**src/rtl/alu_wb_stage_if.sv**
```systemverilog
// ============================================================================
// alu_wb_stage_if : ALU-result input and register-file writeback handshakes
// Revision 1.0
// ============================================================================
`default_nettype none

interface alu_wb_stage_if #(
  parameter int N    = 8,
  parameter int RA_W = 3
);
  logic            in_valid;
  logic            in_ready;
  logic [N-1:0]    in_data;
  logic [3:0]      in_flags;
  logic [RA_W-1:0] in_rd;
  logic            in_we;
  logic            in_setf;
  logic            wb_valid;
  logic            wb_ready;
  logic [N-1:0]    wb_data;
  logic [RA_W-1:0] wb_rd;

  // master: ALU / register-file side; slave: the writeback stage
  modport master (
    output in_valid, in_data, in_flags, in_rd, in_we, in_setf, wb_ready,
    input  in_ready, wb_valid, wb_data, wb_rd
  );

  modport slave (
    input  in_valid, in_data, in_flags, in_rd, in_we, in_setf, wb_ready,
    output in_ready, wb_valid, wb_data, wb_rd
  );
endinterface

`default_nettype wire

```
**src/rtl/alu_wb_stage.sv**
```systemverilog
// ============================================================================
// alu_wb_stage : ALU writeback buffer, condition-code register, branch eval
// Optional: WB_SKID_EN selects a 2-entry skid buffer instead of 1 register.
// Revision 1.0
// ============================================================================
`default_nettype none

module alu_wb_stage #(
  parameter int N    = 8,
  parameter int RA_W = 3
) (
  input  wire logic       clk,
  input  wire logic       reset,
  alu_wb_stage_if.slave   bus,
  input  wire logic [2:0] cond,
  output logic [3:0]      ccr,
  output logic            taken
);

  logic [1:0]      count_q, count_d;
  logic [N-1:0]    data0_q, data0_d, data1_q, data1_d;
  logic [RA_W-1:0] rd0_q, rd0_d, rd1_q, rd1_d;
  logic [3:0]      ccr_q, ccr_d;

  logic            xfer;
  logic            push;
  logic            pop;
  logic [1:0]      count_after_pop;

`ifdef WB_SKID_EN
  assign bus.in_ready = (count_q < 2'd2);
`else
  assign bus.in_ready = (count_q == 2'd0) || bus.wb_ready;
`endif

  assign xfer = bus.in_valid && bus.in_ready;
  assign push = xfer && bus.in_we;
  assign pop  = bus.wb_valid && bus.wb_ready;

  assign count_after_pop = pop ? (count_q - 2'd1) : count_q;

  // Entry 0 is always the head; it keeps its contents when the buffer drains
  // so wb_data/wb_rd hold the last value while empty.
  always_comb begin
    count_d = count_after_pop;
    data0_d = data0_q;
    rd0_d   = rd0_q;
    data1_d = data1_q;
    rd1_d   = rd1_q;
    ccr_d   = ccr_q;

    if (pop && (count_q == 2'd2)) begin
      data0_d = data1_q;
      rd0_d   = rd1_q;
    end

    if (push) begin
      if (count_after_pop == 2'd0) begin
        data0_d = bus.in_data;
        rd0_d   = bus.in_rd;
      end else begin
        data1_d = bus.in_data;
        rd1_d   = bus.in_rd;
      end
      count_d = count_after_pop + 2'd1;
    end

    if (xfer && bus.in_setf) begin
      ccr_d = bus.in_flags;
    end
  end

  always_ff @(posedge clk) begin
    if (reset) begin
      count_q <= 2'd0;
      data0_q <= '0;
      rd0_q   <= '0;
      data1_q <= '0;
      rd1_q   <= '0;
      ccr_q   <= 4'b0000;
    end else begin
      count_q <= count_d;
      data0_q <= data0_d;
      rd0_q   <= rd0_d;
      data1_q <= data1_d;
      rd1_q   <= rd1_d;
      ccr_q   <= ccr_d;
    end
  end

  assign bus.wb_valid = (count_q != 2'd0);
  assign bus.wb_data  = data0_q;
  assign bus.wb_rd    = rd0_q;
  assign ccr          = ccr_q;

  // ccr bit order: [3]=V [2]=N [1]=Z [0]=C
  always_comb begin
    taken = 1'b0;
    case (cond)
      3'd0: taken = 1'b1;
      3'd1: taken = ccr_q[1];
      3'd2: taken = !ccr_q[1];
      3'd3: taken = ccr_q[0];
      3'd4: taken = !ccr_q[0];
      3'd5: taken = ccr_q[2];
      3'd6: taken = (ccr_q[2] == ccr_q[3]);
      3'd7: taken = (ccr_q[2] != ccr_q[3]);
      default: taken = 1'b0;
    endcase
  end

endmodule

`default_nettype wire

```
**src/flat_wrapper.sv**
```systemverilog
// flat-port wrapper written by rule: the top's interface ports become plain ports
module alu_wb_stage_flat 
#(
  parameter int N    = 8,
  parameter int RA_W = 3
)
  (clk, reset, cond, ccr, taken, bus_in_valid, bus_in_data, bus_in_flags, bus_in_rd, bus_in_we, bus_in_setf, bus_wb_ready, bus_in_ready, bus_wb_valid, bus_wb_data, bus_wb_rd);
  alu_wb_stage_if #(.N(N), .RA_W(RA_W)) bus_i ();
  input  wire logic clk;
  input  wire logic reset;
  input  wire logic [2:0] cond;
  output logic [3:0] ccr;
  output logic taken;
  input wire logic [$bits(bus_i.in_valid)-1:0] bus_in_valid;
  input wire logic [$bits(bus_i.in_data)-1:0] bus_in_data;
  input wire logic [$bits(bus_i.in_flags)-1:0] bus_in_flags;
  input wire logic [$bits(bus_i.in_rd)-1:0] bus_in_rd;
  input wire logic [$bits(bus_i.in_we)-1:0] bus_in_we;
  input wire logic [$bits(bus_i.in_setf)-1:0] bus_in_setf;
  input wire logic [$bits(bus_i.wb_ready)-1:0] bus_wb_ready;
  output wire logic [$bits(bus_i.in_ready)-1:0] bus_in_ready;
  output wire logic [$bits(bus_i.wb_valid)-1:0] bus_wb_valid;
  output wire logic [$bits(bus_i.wb_data)-1:0] bus_wb_data;
  output wire logic [$bits(bus_i.wb_rd)-1:0] bus_wb_rd;
  assign bus_i.in_valid = bus_in_valid;
  assign bus_i.in_data = bus_in_data;
  assign bus_i.in_flags = bus_in_flags;
  assign bus_i.in_rd = bus_in_rd;
  assign bus_i.in_we = bus_in_we;
  assign bus_i.in_setf = bus_in_setf;
  assign bus_i.wb_ready = bus_wb_ready;
  assign bus_in_ready = bus_i.in_ready;
  assign bus_wb_valid = bus_i.wb_valid;
  assign bus_wb_data = bus_i.wb_data;
  assign bus_wb_rd = bus_i.wb_rd;
  alu_wb_stage #(.N(N), .RA_W(RA_W)) u_core (.clk(clk), .reset(reset), .bus(bus_i), .cond(cond), .ccr(ccr), .taken(taken));
endmodule
```
**config.mk**
```make
export PLATFORM = sky130hd
export DESIGN_NAME = alu_wb_stage_flat
export DESIGN_NICKNAME = d
export VERILOG_FILES = /design/src/rtl/alu_wb_stage_if.sv /design/src/rtl/alu_wb_stage.sv /design/src/flat_wrapper.sv
export SDC_FILE = /design/constraint.sdc
export NUM_CORES = 1
export LEC_CHECK = 0
export ABC_CLOCK_PERIOD_IN_PS = 1700
export CAP_MARGIN = 0
export CELL_PAD_IN_SITES_DETAIL_PLACEMENT = 1
export CELL_PAD_IN_SITES_GLOBAL_PLACEMENT = 1
export CORE_ASPECT_RATIO = 1.1
export CORE_MARGIN = 2
export CORE_UTILIZATION = 31
export DETAILED_ROUTE_END_ITERATION = 8
export PLACE_DENSITY_LB_ADDON = 0.1
export SYNTH_ARGS = -nofsm -noshare
export SYNTH_HDL_FRONTEND = slang
export SYNTH_SLANG_ARGS = --single-unit
```
**constraint.sdc**
```tcl
create_clock -name clk -period 1.7 [get_ports clk]
set_input_delay 0.255 -clock clk [delete_from_list [all_inputs] [get_ports clk]]
set_output_delay 0.255 -clock clk [all_outputs]
set_load 0.01 [all_outputs]
```
==> results of run 1 <==
## final cells by class
| type | instances | area (um2) | share of cell area, % |
|---|---|---|---|
| multi-input combinational | 103 | 828 | 37.7 |
| timing repair buffer | 67 | 668 | 30.4 |
| sequential | 28 | 564 | 25.7 |
| tap | 54 | 67.6 | 3.08 |
| clock buffer | 4 | 55.1 | 2.51 |
| inverter | 3 | 11.3 | 0.513 |
## synthesized netlist by cell type, types with 2 or more instances
| cell | number |
|---|---|
| sky130_fd_sc_hd__inv_1 | 3 |
| sky130_fd_sc_hd__a311oi_2 | 11 |
| sky130_fd_sc_hd__nand2_1 | 25 |
| sky130_fd_sc_hd__buf_6 | 3 |
| sky130_fd_sc_hd__buf_2 | 2 |
| sky130_fd_sc_hd__mux2i_1 | 16 |
| sky130_fd_sc_hd__nor2_2 | 10 |
| sky130_fd_sc_hd__xnor2_1 | 2 |
| sky130_fd_sc_hd__a21oi_1 | 3 |
| sky130_fd_sc_hd__ha_1 | 3 |
| sky130_fd_sc_hd__clkbuf_1 | 2 |
| sky130_fd_sc_hd__o211ai_1 | 2 |
| sky130_fd_sc_hd__dfxtp_1 | 28 |
| sky130_fd_sc_hd__nor2_1 | 18 |
## layer usage
| metal | routed length [um] | up-vias |
|---|---|---|
| met2 | 2090 | 31 |
| met5 | 0 | - |
| li1 | - | 619 |
| met3 | 149 | 4 |
| met1 | 1650 | 621 |
| met4 | 39 | 0 |
## worst min path at each step
| stage | startpoint | end | slack (ns) | cells past startpoint |
|---|---|---|---|---|
| after detailed placement | u_core.data1_q[3] | u_core.data1_q[3] | 0.49 | 2 |
| after floorplan | bus_in_flags[0] | u_core.ccr[0] | 0.40 | 2 |
| final | u_core.data1_q[5] | u_core.data1_q[5] | 0.51 | 2 |
| after CTS | u_core.bus.wb_data[7] | u_core.bus.wb_data[7] | 0.51 | 2 |
| after global routing | u_core.bus.wb_data[3] | u_core.bus.wb_data[3] | 0.53 | 2 |
| after global placement | u_core.data1_q[0] | u_core.data1_q[0] | 0.47 | 2 |
## timing repair
action	in CTS	in global routing
endpoints found under the setup margin	25	23
gates resized for setup	16	8
cloned	0	3
pin swaps	1	5
buffers inserted	2	3
## registers in the layout, indices dropped and copies added (netlist names)
register,cells
u_core.bus.wb_rd,3
u_core.count_q,2
u_core.ccr,4
u_core.bus.wb_data,8
u_core.data1_q,8
u_core.rd1_q,3
## kinds of logic (layout without fill, tap and decap cells)
| group | Yosys count | in the layout |
|---|---|---|
| AND/OR/NAND/NOR | 61 | 61 |
| flip-flops | 28 | 28 |
| AO/OA/AOI/OAI | 20 | 20 |
| multiplexers | 17 | 17 |
| buffers and inverters | 11 | 74 |
| adder cells (fa/ha/maj) | 3 | 3 |
| XOR/XNOR | 2 | 2 |
## stage by stage
step / TNS (ns) / utilization, % / cell area, um2 / instances
2_1_floorplan: 0 / - / 1430 / 142
3_3_place_gp: -5.49 / 46.5 / 2010 / 247
3_5_place_dp: -6.49 / 46.5 / 2010 / 247
4_1_cts: -0.348 / 47.9 / 2070 / 253
5_1_grt: -2.65 / 50.8 / 2190 / 259
6_report: -1.27 / 50.8 / 2190 / 259
## placed cells by master (no fill, tap or decap), drive strengths merged
master / synthesis / routed
a21oi: 3 / 3
a311oi: 11 / 11
a31oi: 1 / 1
and2: 2 / 2
buf: 6 / 26
clkbuf: 2 / 6
clkdlybuf4s50: 0 / 36
dfxtp: 28 / 28
dlygate4sd2: 0 / 3
ha: 3 / 3
inv: 3 / 3
mux2: 1 / 1
mux2i: 16 / 16
nand2: 25 / 25
nand3: 1 / 1
nand4: 2 / 2
nor2: 28 / 28
nor2b: 1 / 1
nor3: 1 / 1
o211ai: 3 / 3
o21ai: 1 / 1
o32a: 1 / 1
or2: 1 / 1
xnor2: 2 / 2
## worst max-delay path: cells and delay by family (launching register included)
family	cells	cell delay [ns]
AO/OA/AOI/OAI	2	0.14
adder cells (fa/ha/maj)	2	0.36
buffers and inverters	2	0.27
flip-flops	1	0.35
AND/OR/NAND/NOR	4	0.59
## power by group through the flow
stage                     clock [mW]  sequential, mW  combinational, mW
after floorplan                    0           0.876              0.612
after global placement             0           0.842               1.05
after detailed placement           0           0.848               1.10
after CTS                      0.432           0.837               1.10
after global routing           0.448           0.853               1.38
final                          0.416           0.840               1.28
==> results.tsv, run 1 <==
stage	metric	value	unit
floorplan	die boundary width	68.0	um
floorplan	Ports	42	
place	sum of net half-perimeters after detailed placement	2660	um
sta	Setup Viol. Count Final	18	
floorplan	effective utilization at floorplan	32.4	%
clock_network	Worst-Skew Late Latency	0.27	ns
clock_network	CTS Buf Count	3	
synthesis	top cells by area, synth	sky130_fd_sc_hd__dfxtp_1, sky130_fd_sc_hd__a311oi_2, sky130_fd_sc_hd__mux2i_1	
synthesis	mean cell area of the mapped netlist	9.84	um2
status	status	finished with violations	
place	number of buffers added on ports	41	
sta	Max Fclk	550	MHz
sta	headroom to the max-slew limit	81.1	%
grt	wire length of the first global-routing pass	5500	um
synthesis	combinational family with the most area after synthesis	simple AND/OR/NAND/NOR gates	
grt	antenna violations before repair	0	
sta	number of pins with negative max-slew slack in the final report	0	
clock_network	count of clock tree sinks	28	
job	number of maximum-capacitance violations	0	
power_and_ir_drop	IR Drop Worst-Case VDD	0.476	mV
synthesis	Simple-Gate Fraction of Synth Area	21.4	%
grt	most utilized layer in the global route result	met2	
status	violations in the final reports	negative setup slack	
floorplan	Std-Cell Core Area	4320	um2
synthesis	fraction of synthesized area in multiplexers	12.3	%
clock_network	deepest clock path buffer count	2	
grt	total congestion overflow	0	
worst_setup_path	Max stage delay on crit path	0.35	ns
synthesis	area share of the leading cell type in the synthesized netlist	40.1	%
grt	number of global-route vias before repair	1250	
grt	met2 routing resource usage after global routing	26.8	%
worst_setup_path	kind of capture point of the worst setup path	flip-flop	
worst_setup_path	worst setup path endpoint	u_core.bus.wb_data[3]	
route	routed wire length	3940	um
synthesis	syn nets	169	
worst_setup_path	WS Path Type	reg2reg	
clock_network	CTS H-tree lvls	1	
finish	Post-layout nets	233	
clock_network	CTS tree	yes	
clock_network	Clk Tree Root Cell	sky130_fd_sc_hd__clkbuf_8	
synthesis	compound-cell area share of the yosys netlist	16.4	%
sta	crit path time final	1.82	ns
route	Avg WL per Cell	15.2	um
finish	count of fill cells added during filler insertion	491	
floorplan	floorplan die height	74.4	um
worst_setup_path	Setup crit start	u_core.count_q[0]	
power_and_ir_drop	share of power burned in registers	33.1	%
power_and_ir_drop	part of the total power dissipated in combinational logic	50.6	%
worst_setup_path	required time at the worst-slack endpoint	1.86	ns
grt	routing usage on met3	2.12	%
synthesis	adder and majority gate portion of the synthesized area	2.69	%
grt	pin count of the biggest net entering global routing	29	
route	detailed-route DRC error count	0	
finish	share of post-route cells with drive strength above 1	34.6	%
route	count of routing violations after the opening detailed-route iteration	40	
clock_network	number of hold buffers added after CTS	0	
worst_setup_path	Reg2Reg Setup Slack	-0.12	ns
synthesis	post-synthesis instance area	1400	um2
sta	total count of hold-check failures in the final report	0	
worst_setup_path	Reg-to-Reg Start	u_core.count_q[0]	
power_and_ir_drop	Cell Pwr Density	1160	nW/um2
synthesis	number of enable flip-flop cells after synthesis	0	
sta	worst hold slack	0.507	ns
grt	GR Layer Usage met1	16.4	%
place	pre-CTS setup slack	-0.391	ns
clock_network	clock-pin transition on the worst setup and hold timing paths	0.10	ns
floorplan	num rows	25	
worst_setup_path	cells along the critical path	inv_2 -> ha_4 -> nor2b_4 -> nand2_2 -> o21ai_2 -> ha_4 -> nand4_4 -> clkbuf_16 -> nor2_1 -> a311oi_2	
hold_path	min-delay worst type	reg2reg	
floorplan	floorplan die area	5060	um2
worst_setup_path	cell with the biggest individual delay on the critical path	sky130_fd_sc_hd__dfxtp_2	
worst_setup_path	highest net fanout along the worst path	5	
route	via count	1275	
synthesis	async set or reset register ratio after synthesis	0	%
sta	part of the cycle the worst path needs	107	%
grt	global-route total usage across every layer	14.3	%
sta	setup skew after layout	0.00187	ns
worst_setup_path	startpoint class of the critical path	flip-flop	
power_and_ir_drop	switching part of the total	32.9	%
route	routed via count divided by cell count	4.92	
worst_setup_path	Worst R2R End	u_core.bus.wb_data[3]	
worst_setup_path	Worst Reg-to-Reg Cells	10	
synthesis	fraction of synthesized cell area in xor and xnor cells	1.25	%
power_and_ir_drop	portion of total power attributed to the clock network	16.4	%
synthesis	count of cell types in the netlist	28	
power_and_ir_drop	Leak	0.819	nW
sta	final setup margin	-0.118	ns
sta	unrepaired setup endpoints after global routing	true	
route	number of nets still failing antenna checks after routing	0	
synthesis	number of synthesized register bits	28	
power_and_ir_drop	Final Power	2.54	mW
sta	transition time of the tightest slew-check pin	0.282	ns
synthesis	Synth Flop Type	sky130_fd_sc_hd__dfxtp_1	
worst_setup_path	data arrival time at the worst-slack endpoint	1.98	ns
worst_setup_path	most frequent cell on the critical path	sky130_fd_sc_hd__ha_4	
synthesis	sequential element share of the synthesized area	40.1	%
route	detailed-router iteration count before antenna repair	2	
synthesis	area leader, netlist	sky130_fd_sc_hd__dfxtp_1	
finish	layout-stage area growth over the synthesis result	57.0	%
synthesis	number of standard cells after synthesis	142	
finish	antenna fix cells	0	
power_and_ir_drop	P_int	1.70	mW
synthesis	number of synthesis warnings	0	
power_and_ir_drop	switching power	0.836	mW
place	final RePlAce weighted congestion	0.723	
Note: power is estimated with default switching activity, not from simulation.
==> inputs of run 2 (changes only) <==
==> constraint.sdc (replaced) <==
create_clock -name clk -period 1.7 [get_ports clk]
set_input_delay 0.34 -clock clk [delete_from_list [all_inputs] [get_ports clk]]
set_output_delay 0.34 -clock clk [all_outputs]
set_load 0.01 [all_outputs]
==> results.tsv, run 2 (synthesized netlist as in run 1, its figures left out) <==
stage	metric	value	unit	change
status	status	finished with violations		unchanged
status	violations in the final reports	negative setup slack		unchanged
place	placed insts	247		unchanged
sta	Max Fclk	574	MHz	was 550 MHz
clock_network	CTS H-tree lvls	1		unchanged
clock_network	deepest clock path buffer count	2		unchanged
place	sum of net half-perimeters after detailed placement	2720	um	was 2660 um
grt	total congestion overflow	0		unchanged
worst_setup_path	data arrival time at the worst-slack endpoint	1.91	ns	was 1.98 ns
power_and_ir_drop	Cell Pwr Density	1140	nW/um2	was 1160 nW/um2
worst_setup_path	worst setup path endpoint	u_core.data1_q[4]		was u_core.bus.wb_data[3]
worst_setup_path	required time at the worst-slack endpoint	1.87	ns	was 1.86 ns
place	placed inst area	2010	um2	unchanged
place	number of buffers added on ports	41		unchanged
worst_setup_path	Setup crit start	u_core.count_q[1]		was u_core.count_q[0]
sta	setup skew after layout	0.00249	ns	was 0.00187 ns
finish	commonest cells after routing, fill and taps aside	sky130_fd_sc_hd__clkdlybuf4s50_1, sky130_fd_sc_hd__dfxtp_1, sky130_fd_sc_hd__nand2_1		unchanged
worst_setup_path	cells along the critical path	inv_1 -> ha_4 -> nor2b_4 -> xnor2_4 -> ha_4 -> nor2_4 -> clkbuf_16 -> mux2i_1 -> nor2_1		was inv_2 -> ha_4 -> nor2b_4 -> nand2_2 -> o21ai_2 -> ha_4 -> nand4_4 -> clkbuf_16 -> nor2_1 -> a311oi_2
clock_network	clock-pin transition on the worst setup and hold timing paths	0.09	ns	was 0.10 ns
worst_setup_path	Reg-to-Reg Start	u_core.count_q[1]		was u_core.count_q[0]
route	Avg WL per Cell	14.4	um	was 15.2 um
sta	crit path time final	1.74	ns	was 1.82 ns
finish	share of post-route cells with drive strength above 1	31.7	%	was 34.6%
finish	Post-layout nets	228		was 233
floorplan	floorplan die area	5060	um2	unchanged
route	count of routing violations after the opening detailed-route iteration	41		was 40
floorplan	die boundary width	68.0	um	unchanged
route	via count	1253		was 1275
sta	Setup Viol. Count Final	23		was 18
floorplan	effective utilization at floorplan	32.4	%	unchanged
finish	Storage cell area	564	um2	unchanged
hold_path	min-delay worst type	reg2reg		unchanged
worst_setup_path	Critical Path Stages	9		was 10
clock_network	CTS tree	yes		unchanged
worst_setup_path	Reg2Reg Setup Slack	-0.04	ns	was -0.12 ns
power_and_ir_drop	Leak	0.781	nW	was 0.819 nW
finish	leading cell type in the layout, fill and taps excluded	sky130_fd_sc_hd__clkdlybuf4s50_1		unchanged
finish	final cell count without fillers	253		was 259
worst_setup_path	count of buffering cells on the critical path with inverters included	2		unchanged
clock_network	Worst-Skew Late Latency	0.27	ns	about the same
worst_setup_path	highest net fanout along the worst path	5		unchanged
route	detailed-route DRC error count	0		unchanged
sta	number of pins with negative max-slew slack in the final report	0		unchanged
route	routed wire length	3640	um	was 3940 um
route	detailed-router iteration count before antenna repair	4		was 2
worst_setup_path	most frequent cell on the critical path	sky130_fd_sc_hd__ha_4		unchanged
worst_setup_path	startpoint class of the critical path	flip-flop		unchanged
clock_network	Clk Tree Root Cell	sky130_fd_sc_hd__clkbuf_8		unchanged
worst_setup_path	WS Path Type	reg2reg		unchanged
place	final RePlAce weighted congestion	0.701		was 0.723
worst_setup_path	dominant delay contributor by cell family on the critical path	simple AND/OR/NAND/NOR gates		unchanged
grt	wire length of the first global-routing pass	5790	um	was 5500 um
floorplan	Std-Cell Core Area	4320	um2	unchanged
worst_setup_path	kind of capture point of the worst setup path	flip-flop		unchanged
floorplan	Ports	42		unchanged
floorplan	floorplan die height	74.4	um	unchanged
clock_network	CTS Buf Count	3		unchanged
finish	antenna fix cells	0		unchanged
finish	count of fill cells added during filler insertion	495		was 491
finish	final design instance area without fill	2110	um2	was 2190 um2
sta	total count of hold-check failures in the final report	0		unchanged
worst_setup_path	Max stage delay on crit path	0.34	ns	was 0.35 ns
grt	global-route total usage across every layer	15.3	%	was 14.3%
finish	layout-stage area growth over the synthesis result	51.2	%	was 57.0%
grt	number of global-route vias before repair	1299		was 1250
sta	final setup margin	-0.0435	ns	was -0.118 ns
route	number of nets still failing antenna checks after routing	0		unchanged
worst_setup_path	Worst Reg-to-Reg Cells	9		was 10
sta	worst hold slack	0.503	ns	was 0.507 ns
grt	pin count of the biggest net entering global routing	29		unchanged
clock_network	count of clock tree sinks	28		unchanged
route	routed via count divided by cell count	4.95		was 4.92
sta	unrepaired setup endpoints after global routing	true		unchanged
worst_setup_path	cell with the biggest individual delay on the critical path	sky130_fd_sc_hd__dfxtp_2		unchanged
grt	antenna violations before repair	0		unchanged
job	number of maximum-capacitance violations	0		unchanged
floorplan	num rows	25		unchanged
finish	multi-input logic area	817	um2	was 828 um2
sta	transition time of the tightest slew-check pin	0.277	ns	was 0.282 ns
worst_setup_path	Worst R2R End	u_core.data1_q[4]		was u_core.bus.wb_data[3]
sta	part of the cycle the worst path needs	103	%	was 107%
power_and_ir_drop	IR Drop Worst-Case VDD	0.491	mV	was 0.476 mV
sta	headroom to the max-slew limit	81.5	%	was 81.1%
## run 2: stage by stage
step	power (mW)	setup TNS (ns)	worst slack, ns	util (%)
6_report	2.40	-0.500	-0.0435	49.0
5_1_grt	2.57	-2.64	-0.153	49.0
4_1_cts	2.34	-0.856	-0.0902	47.5
3_5_place_dp	1.94	-10.61	-0.594	46.5
3_3_place_gp	1.89	-7.98	-0.514	46.5
2_1_floorplan	1.49	0	0.0000793	-
## run 2: how the worst min path moves through the flow
stage / start / end / cells after the start
2_1_floorplan: u_core.data1_q[0] / u_core.data1_q[0] / 2
3_3_place_gp: u_core.data1_q[0] / u_core.data1_q[0] / 2
3_5_place_dp: u_core.data1_q[1] / u_core.data1_q[1] / 2
4_1_cts: u_core.data1_q[1] / u_core.data1_q[1] / 2
5_1_grt: u_core.bus.wb_data[5] / u_core.bus.wb_data[5] / 2
6_report: u_core.data1_q[1] / u_core.data1_q[1] / 2
## run 2: timing repair
item	4_1_cts	5_1_grt
gates resized for setup	16	5
endpoints found under the setup margin	25	27
hold buffers	0	0
pin swaps	1	2
setup buffers	0	2
cloned	0	1
## run 2: worst reg2reg max path: cells and delay by family (launching register included)
| kind | cells | cell delay [ns] |
|---|---|---|
| xor+xnor | 1 | 0.11 |
| mux | 1 | 0.19 |
| fa+ha+maj | 2 | 0.37 |
| flops | 1 | 0.34 |
| simple gates | 3 | 0.40 |
| buf+inv | 2 | 0.24 |
## run 2: area by class of cell
class	instances	area share [%]
Tap cell	54	3.20
Clock buffer	3	1.95
Timing Repair Buffer	62	29.0
Sequential cell	28	26.7
Inverter	3	0.533
Multi-Input combinational cell	103	38.7
## run 2: routing by layer
metal | track usage (%) | wire, um | up-vias
li1 | - | - | 606
met1 | 16.7 | 1470 | 612
met2 | 29.0 | 1970 | 31
met3 | 2.27 | 159 | 4
met4 | 6.00 | 39 | 0
met5 | 0 | 0 | -
## run 2: report_power, final
part	switching [mW]	leakage (nW)	internal, mW
registers	0.0627	0.229	0.773
logic	0.534	0.530	0.677
clock network	0.199	0.0216	0.159
